--- config.mk ---
export PLATFORM = sky130hd
export DESIGN_NAME = mem_port_arbiter
export DESIGN_NICKNAME = d
export VERILOG_FILES = /design/src/rtl/mem_port_arbiter_pkg.sv /design/src/rtl/mem_port_arbiter_watchdog.sv /design/src/rtl/mem_port_arbiter.sv
export SDC_FILE = /design/constraint.sdc
export NUM_CORES = 1
export LEC_CHECK = 0
export BUFFER_PORTS_ARGS = -buffer_cell sky130_fd_sc_hd__buf_2
export CAP_MARGIN = 25
export CELL_PAD_IN_SITES_DETAIL_PLACEMENT = 0
export CELL_PAD_IN_SITES_GLOBAL_PLACEMENT = 1
export CORE_MARGIN = 3
export CORE_UTILIZATION = 36
export DETAILED_ROUTE_END_ITERATION = 10
export PLACE_DENSITY_LB_ADDON = 0.05
export SETUP_SLACK_MARGIN = 0.5
export SYNTH_ARGS = -nofsm -noshare
export SYNTH_HDL_FRONTEND = slang
export SYNTH_SLANG_ARGS = --single-unit
--- constraint.sdc ---
create_clock -name clk -period 4.8 [get_ports clk]
set_input_delay 0.72 -clock clk [delete_from_list [all_inputs] [get_ports clk]]
set_output_delay 0.72 -clock clk [all_outputs]
set_load 0.1 [all_outputs]
--- src/rtl/mem_port_arbiter_pkg.sv ---
// Shared definitions for the IF/MEM unified-memory port arbiter.
package mem_port_arbiter_pkg;

    localparam int unsigned XLEN = 32;

    // addi x0,x0,0 -- handed to IF when a fetch times out
    localparam logic [XLEN-1:0] NOP_INSTR = 32'h00000013;

    // Arbiter FSM encoding (kept as plain constants for legacy tools)
    typedef logic [1:0] arbState_t;
    localparam arbState_t StIdle  = 2'd0;
    localparam arbState_t StData  = 2'd1;
    localparam arbState_t StDDone = 2'd2;
    localparam arbState_t StInstr = 2'd3;

endpackage

--- src/rtl/mem_port_arbiter_watchdog.sv ---
// Wait-cycle counter for an outstanding memory request; forces completion
// after TIMEOUT unanswered cycles and raises a sticky bus error.
module arb_watchdog #(
    parameter int unsigned TIMEOUT = 255
) (
    input  logic clk,
    input  logic reset,
    input  logic active,
    input  logic memReady,
    output logic expire,
    output logic busError
);

    localparam int unsigned CntW = $clog2(TIMEOUT + 1);

    logic [CntW-1:0] wdog;

    // MemReady wins over a same-cycle expiry, so a late answer is never lost
    assign expire = active && !memReady && (wdog == CntW'(TIMEOUT));

    // Count unanswered cycles; restart whenever the request finishes
    always_ff @(posedge clk) begin
        if (reset) begin
            wdog     <= '0;
            busError <= 1'b0;
        end else begin
            if (!active || memReady || expire) begin
                wdog <= '0;
            end else begin
                wdog <= wdog + CntW'(1);
            end
            if (expire) begin
                busError <= 1'b1;
            end
        end
    end

endmodule

--- src/rtl/mem_port_arbiter.sv ---
// Arbitrates a single-ported, variable-latency memory between instruction
// fetch and the MEM stage. Data accesses win ties; fetched words land in a
// one-entry buffer that IF consumes when it is not held.
module mem_port_arbiter #(
    parameter int unsigned TIMEOUT   = 255,
    parameter logic [31:0] NOP_INSTR = mem_port_arbiter_pkg::NOP_INSTR
) (
    input  logic        clk,
    input  logic        reset,
    input  logic        InstrReqF,
    input  logic [31:0] PCF,
    input  logic        FlushF,
    input  logic        HoldF,
    input  logic        DataReqM,
    input  logic        DataWEM,
    input  logic [31:0] ALUResultM,
    input  logic [31:0] WriteDataM,
    input  logic [3:0]  ByteEnM,
    output logic        MemReq,
    output logic        MemWE,
    output logic [31:0] MemAddr,
    output logic [31:0] MemWData,
    output logic [3:0]  MemBE,
    input  logic [31:0] MemRData,
    input  logic        MemReady,
    output logic [31:0] InstrF,
    output logic        InstrValidF,
    output logic [31:0] ReadDataM,
    output logic        DataDoneM,
    output logic        StallFetch,
    output logic        StallMem,
    output logic        BusError
);
    import mem_port_arbiter_pkg::*;

    arbState_t state;
    arbState_t stateNext;
    logic      ibufValid;
    logic      discard;
    logic      busy;
    logic      wdogExpire;
    logic      memDone;

    assign busy        = (state == StData) || (state == StInstr);
    assign memDone     = busy && (MemReady || wdogExpire);
    assign DataDoneM   = (state == StDDone);
    assign InstrValidF = ibufValid;
    assign StallFetch  = InstrReqF & ~ibufValid;
    assign StallMem    = DataReqM & ~DataDoneM;

    arb_watchdog #(
        .TIMEOUT (TIMEOUT)
    ) uWatchdog (
        .clk      (clk),
        .reset    (reset),
        .active   (busy),
        .memReady (MemReady),
        .expire   (wdogExpire),
        .busError (BusError)
    );

    // Next-state decode; a new fetch waits until the buffer has drained
    always_comb begin
        stateNext = state;
        case (state)
            StIdle: begin
                if (DataReqM) begin
                    stateNext = StData;
                end else if (InstrReqF && !ibufValid && !FlushF) begin
                    stateNext = StInstr;
                end
            end
            StData:  if (memDone) stateNext = StDDone;
            StDDone: stateNext = StIdle;
            StInstr: if (memDone) stateNext = StIdle;
            default: stateNext = StIdle;
        endcase
    end

    // Request registers, captured read data and the instruction buffer
    always_ff @(posedge clk) begin
        if (reset) begin
            state     <= StIdle;
            MemReq    <= 1'b0;
            MemWE     <= 1'b0;
            MemAddr   <= '0;
            MemWData  <= '0;
            MemBE     <= '0;
            ReadDataM <= '0;
            InstrF    <= '0;
            ibufValid <= 1'b0;
            discard   <= 1'b0;
        end else begin
            state <= stateNext;

            // Redirect or consumption empties the buffer
            if (FlushF || (ibufValid && !HoldF && !StallMem)) begin
                ibufValid <= 1'b0;
            end

            case (state)
                StIdle: begin
                    if (stateNext == StData) begin
                        MemReq   <= 1'b1;
                        MemWE    <= DataWEM;
                        MemAddr  <= ALUResultM;
                        MemWData <= WriteDataM;
                        MemBE    <= DataWEM ? ByteEnM : 4'hF;
                    end else if (stateNext == StInstr) begin
                        MemReq  <= 1'b1;
                        MemWE   <= 1'b0;
                        MemAddr <= PCF;
                        MemBE   <= 4'hF;
                    end
                end
                StData: begin
                    if (memDone) begin
                        MemReq    <= 1'b0;
                        ReadDataM <= MemReady ? MemRData : '0;
                    end
                end
                StInstr: begin
                    if (memDone) begin
                        MemReq  <= 1'b0;
                        discard <= 1'b0;
                        // A word fetched for a squashed PC is dropped
                        if (!discard && !FlushF) begin
                            InstrF    <= MemReady ? MemRData : NOP_INSTR;
                            ibufValid <= 1'b1;
                        end
                    end else if (FlushF) begin
                        // Never abort an issued request; just forget its result
                        discard <= 1'b1;
                    end
                end
                default: ;
            endcase
        end
    end

endmodule

==> out/results.txt, run 1 <==
outcome - finished, final reports clean
non-filler cells in the finished layout - 1192
total CTS buffers - 17
EDFF count, synth - 0
routed length on met3 - 1850 µm
crit path kind - in -> reg
Yosys Warn Count - 0
Post-CTS Hold Fix Bufs - 0
Hold WC Path Type - reg -> reg
compound-gate portion of the synthesized area - 28.5%
min cycle time layout - 3.04 ns
main combinational cell family by area after synthesis - compound AO/OA/AOI/OAI gates
Setup Fix Bufs, Post-CTS - 0
critical path peak fanout - 64
routed vias/inst - 5.34
largest net degree at the start of global routing - 107
endpoint class of the critical path - flip-flop
commonest non-fill, non-tap cell in the layout - buf_2
Hold Path Depth - 2
Synth Flop Type - dfxtp_1
number of antenna violations at the first check in global routing - 2
area leader, netlist - dfxtp_1
syn avg cell area - 8.65 µm²
top cell type's share of synthesized area - 47.0%
total congestion overflow - 0
vias in the first global route - 5814
clk root buf - clkbuf_16
deepest clock path buffer count - 2
Layout area overhead - 33.7%
port bufs - 278
Vias - 6362
Post-Synth Simple-Gate Area - 16.0%
Nets - 1099
row cnt - 47
first-pass GRT wire length - 31300 µm
Worst VDD drop - 0.228 mV
commonest cells after routing, fill and taps aside - buf_2 (277), dfxtp_1 (147), nand2_1 (100)
async set-reset flop share out of synthesis - 0%
core footprint - 16800 µm²
Critical Path RT - 5.04 ns
Skew-Pair Late Insertion Delay - 0.42 ns
sequential cell area - 2940 µm²
FMAX - 329 MHz
period utilisation layout - 63.4%
Mapped Nets - 865
Die X-Extent - 138 µm
DRT Wirelength - 21200 µm
DRC viols - 0
Mapped Area - 6260 µm²
Slew headroom - 32.4%
CTS tree - built
layout cell share with drive strength beyond 1 - 37.5%
Pwr Density - 430 nW/µm²
CP Launch Type - primary input
Worst Reg2Reg Path Length in Cells - 6
Synth Area in Adders - 0.200%
Synth Instances - 724
Inst Count DP - 1158
Antenna Nets Post-Route - 0
dpl hpwl - 15000 µm
DRT Pass-1 Iters - 5
Fin. Hold Viols - 0
Seq cells post-synth - 147
worst slew pin tran - 1.01 ns
max_cap viols - 0
Ports - 279
CTS sink count - 147
setup TNS - 0 ns
top layer in use - met4
number of distinct library cells after synthesis - 42
clock-pin slew on the worst setup and hold paths - 0.06 ns
GRT Util Overall - 21.1%
Synth area leaders - dfxtp_1 (47%), a21oi_1 (7.8%), o221ai_2 (7.2%)
CP arrival - 3.28 ns
xor/xnor share of the synthesized area - 0.839%
H-tree levels - 4
post-synthesis mux area share - 0%
Multi-input gate area - 2880 µm²
Filler Cells Inserted - 1727
Initial DRC Count - 367
Die Y - 138 µm
Util after Layout - 49.8%
RSZ-0062 raised after global routing - no
final setup vio count - 0
Die ar. - 19000 µm²
drt wl/cell - 17.7 µm
post-CTS sizing - 0
Initial Utilization - 37.2%
routability cong. - 0.752
P_leak - 0.00351 µW
skew final - 0.00844 ns
Pins Over Slew Limit - 0
DRT met1 WL - 8640 µm
sequential area share after synthesis - 47.0%
WL met2 - 10200 µm
-- path summary, 6_finish.rpt --
kind,startpoint,endpoint,slack [ns]
worst max-delay path,MemReady,MemAddr[1]$_SDFFE_PP0P_,1.76
worst min-delay path,MemWData[18]$_SDFFE_PP0P_,MemWData[18]$_SDFFE_PP0P_,0.45
worst max register to register,state[1]$_SDFF_PP0_,MemAddr[1]$_SDFFE_PP0P_,1.76
worst min register to register,MemWData[18]$_SDFFE_PP0P_,MemWData[18]$_SDFFE_PP0P_,0.45
-- flip-flops by register name (all words and copies together), names as in the netlist --
signal	cells
ReadDataM	32
uWatchdog.wdog	8
discard	1
InstrValidF	1
MemReq	1
MemAddr	32
MemWE	1
InstrF	32
MemWData	32
uWatchdog.busError	1
MemBE	4
state	2
-- critical path, cell delays in order --
cell	delay, ns
buf_2	0.13
buf_4	0.53
inv_1	0.29
o32ai_4	0.14
buf_4	0.35
or3_2	0.84
o221ai_1	0.25
-- power by group --
part           internal (µW)  switching [µW]
Sequential              1290            35.9
Clock                    825             506
Combinational            173             765
-- routing by layer --
| metal | track usage (%) | vias up |
|---|---|---|
| li1 | - | 3095 |
| met1 | 26.8 | 2962 |
| met2 | 34.2 | 270 |
| met3 | 5.73 | 35 |
| met4 | 8.40 | 0 |
| met5 | 0 | - |
-- cell type report --
type | count | area share [%]
sequential | 147 | 35.2
multi-input combinational | 464 | 34.4
timing repair buffer | 292 | 18.5
clock buffer | 21 | 5.38
tap | 220 | 3.29
inverter | 36 | 1.61
clock inverter | 10 | 1.60
antenna | 2 | 0.0598
-- metrics by stage --
stage | power [µW] | worst slack, ns | instance area (µm²) | hold WS [ns]
3_5_place_dp | 2290 | 1.29 | 7750 | 0.445
3_3_place_gp | 2280 | 1.38 | 7710 | 0.440
6_report | 3600 | 1.76 | 8370 | 0.450
5_1_grt | 3740 | 1.49 | 8370 | 0.475
2_1_floorplan | 2090 | 1.34 | 6260 | 0.430
4_1_cts | 3630 | 1.73 | 8340 | 0.454
-- cells in the mapped netlist (4+ instances only) --
master,number
a21oi_1,98
a311oi_1,4
a31oi_1,4
buf_2,11
clkbuf_1,61
dfxtp_1,147
inv_1,36
nand2_1,100
nand3_1,37
nand4_1,30
nor2_1,26
nor3_1,5
o21ai_0,35
o221ai_2,30
o311ai_0,26
o311ai_1,6
o31ai_1,29
-- cell families (layout without fill, tap and decap cells) --
family	Yosys count	in the layout
xor+xnor	6	6
other cells	0	2
flops	147	147
fa+ha+maj	1	1
buf+inv	113	359
simple gates	216	216
compound gates	241	241
Power figures use the tool's default switching activity.
==> run 2, diff against run 1 <==
--- a/config.mk
+++ b/config.mk
@@ -10,7 +10,7 @@
 export CELL_PAD_IN_SITES_DETAIL_PLACEMENT = 0
 export CELL_PAD_IN_SITES_GLOBAL_PLACEMENT = 1
 export CORE_MARGIN = 3
-export CORE_UTILIZATION = 36
+export CORE_UTILIZATION = 30
 export DETAILED_ROUTE_END_ITERATION = 10
 export PLACE_DENSITY_LB_ADDON = 0.05
 export SETUP_SLACK_MARGIN = 0.5
==> constraint.sdc (replaced) <==
create_clock -name clk -period 2.5 [get_ports clk]
set_input_delay 0.375 -clock clk [delete_from_list [all_inputs] [get_ports clk]]
set_output_delay 0.375 -clock clk [all_outputs]
set_load 0.1 [all_outputs]
==> run 2 against run 1 <==
Critical path depth fell by 5. Hold slack got worse by 0.26 ns. Count of clock-buffer cells in the layout decreased by 2. Critical endpoint is now DataDoneM. Sequential power up 92%. Worst setup slack lost 1.2 ns. First-iteration DRC count shrank 12%.
==> out/results.txt, run 2 (same netlist as run 1, synthesis figures left out) <==
CP arrival - 1.55 ns
CTS sink count - 147
min cycle time layout - 1.92 ns
DRT Wirelength - 22700 µm
port bufs - 278
Pwr Density - 824 nW/µm²
worst slew pin tran - 0.715 ns
outcome - finished, final reports clean
Pins Over Slew Limit - 0
drt wl/cell - 18.1 µm
first-pass GRT wire length - 34600 µm
largest net degree at the start of global routing - 66
DRT Pass-1 Iters - 4
number of antenna violations at the first check in global routing - 0
clk root buf - clkbuf_16
Post-CTS Hold Fix Bufs - 0
Initial Utilization - 30.7%
Ports - 279
deepest clock path buffer count - 2
Util after Layout - 42.4%
P_leak - 0.00361 µW
CTS tree - built
max incr delay on CP - 0.47 ns
FMAX - 521 MHz
Die ar. - 22600 µm²
total chip power - 7110 µW
Die Y - 150 µm
routed vias/inst - 5.12
clock-pin slew on the worst setup and hold paths - 0.06 ns
max_cap viols - 0
CP max-delay cell - buf_2
Nets - 1113
Hold WC Path Type - in -> reg
final setup vio count - 0
total CTS buffers - 17
skew final - 0.00660 ns
Initial DRC Count - 322
routability cong. - 0.754
CP Launch Type - flip-flop
core footprint - 20400 µm²
CP Cell Sequence - nor2b_2 > buf_2
Vias - 6427
DRC viols - 0
RSZ-0062 raised after global routing - yes
Die X-Extent - 150 µm
period utilisation layout - 76.8%
Slew headroom - 52.3%
Skew-Pair Late Insertion Delay - 0.41 ns
layout cell share with drive strength beyond 1 - 39.5%
Fin. Hold Viols - 0
commonest cells after routing, fill and taps aside - buf_2 (277), dfxtp_1 (144), nand2_1 (100)
dpl hpwl - 16000 µm
GRT Util Overall - 19.2%
commonest non-fill, non-tap cell in the layout - buf_2
endpoint class of the critical path - primary output
Worst VDD drop - 0.429 mV
row cnt - 52
crit path kind - reg -> out
Antenna Nets Post-Route - 0
Layout area overhead - 38.0%
critical path peak fanout - 6
H-tree levels - 4
vias in the first global route - 6383
total congestion overflow - 0
Critical Path RT - 2.12 ns
==> run 2: worst max-delay path: cells and delay by family (launching register included) <==
kind / cells / cell delay (ns)
and+or+nand+nor: 1 / 0.25
DFF: 1 / 0.41
buffers and inverters: 1 / 0.47
==> run 2: cell type report <==
| cell class | count | area (µm²) |
|---|---|---|
| well taps | 270 | 338 |
| diodes | 1 | 2.50 |
| clock inverters | 12 | 181 |
| repair buffers | 306 | 1680 |
| clock buffers | 19 | 443 |
| inverters | 36 | 135 |
| flip-flops and latches | 147 | 2950 |
| fillers | 2057 | 11700 |
| multi-input cells | 464 | 2910 |
==> run 2: timing repair <==
| item | 4_1_cts | 5_1_grt |
|---|---|---|
| pin swaps | 1 | 1 |
| setup buffers | 1 | 2 |
| cloned | 1 | 0 |
| gates resized for setup | 8 | 7 |
| setup endpoints to repair | 37 | 25 |
==> run 2: path summary, 6_finish.rpt <==
| kind | cells after the start | from | end | slack [ns] |
|---|---|---|---|---|
| min | 3 | WriteDataM[0] | MemWData[0]$_SDFFE_PP0P_ | 0.20 |
| max reg2reg | 6 | state[0]$_SDFF_PP0_ | MemWE$_SDFFE_PP0P_ | 0.59 |
| min reg2reg | 2 | MemWData[18]$_SDFFE_PP0P_ | MemWData[18]$_SDFFE_PP0P_ | 0.45 |
| max | 2 | state[1]$_SDFF_PP0_ | DataDoneM | 0.58 |
==> run 2: per-stage QoR <==
stage	instances	TNS (ns)	cell area (µm²)	setup WS (ns)	hold WS, ns
6_report	1255	0	8640	0.579	0.195
5_1_grt	1254	0	8630	0.478	0.180
4_1_cts	1252	0	8600	0.514	0.175
3_5_place_dp	1219	-0.380	7900	-0.0548	0.446
3_3_place_gp	1218	-8.96	7890	-0.366	0.441
2_1_floorplan	724	0	6270	0.305	0.430
==> run 2: report_power, final <==
| part | internal (µW) | switching, µW |
|---|---|---|
| Clock | 1700 | 1020 |
| Sequential | 2480 | 70.8 |
| Combinational | 362 | 1490 |
==> run 2: routing by layer <==
layer,part of all wire [%],track usage (%)
met1,42,24.0
met2,48,32.1
met3,7.7,5.00
met4,1.7,6.82
met5,0,0
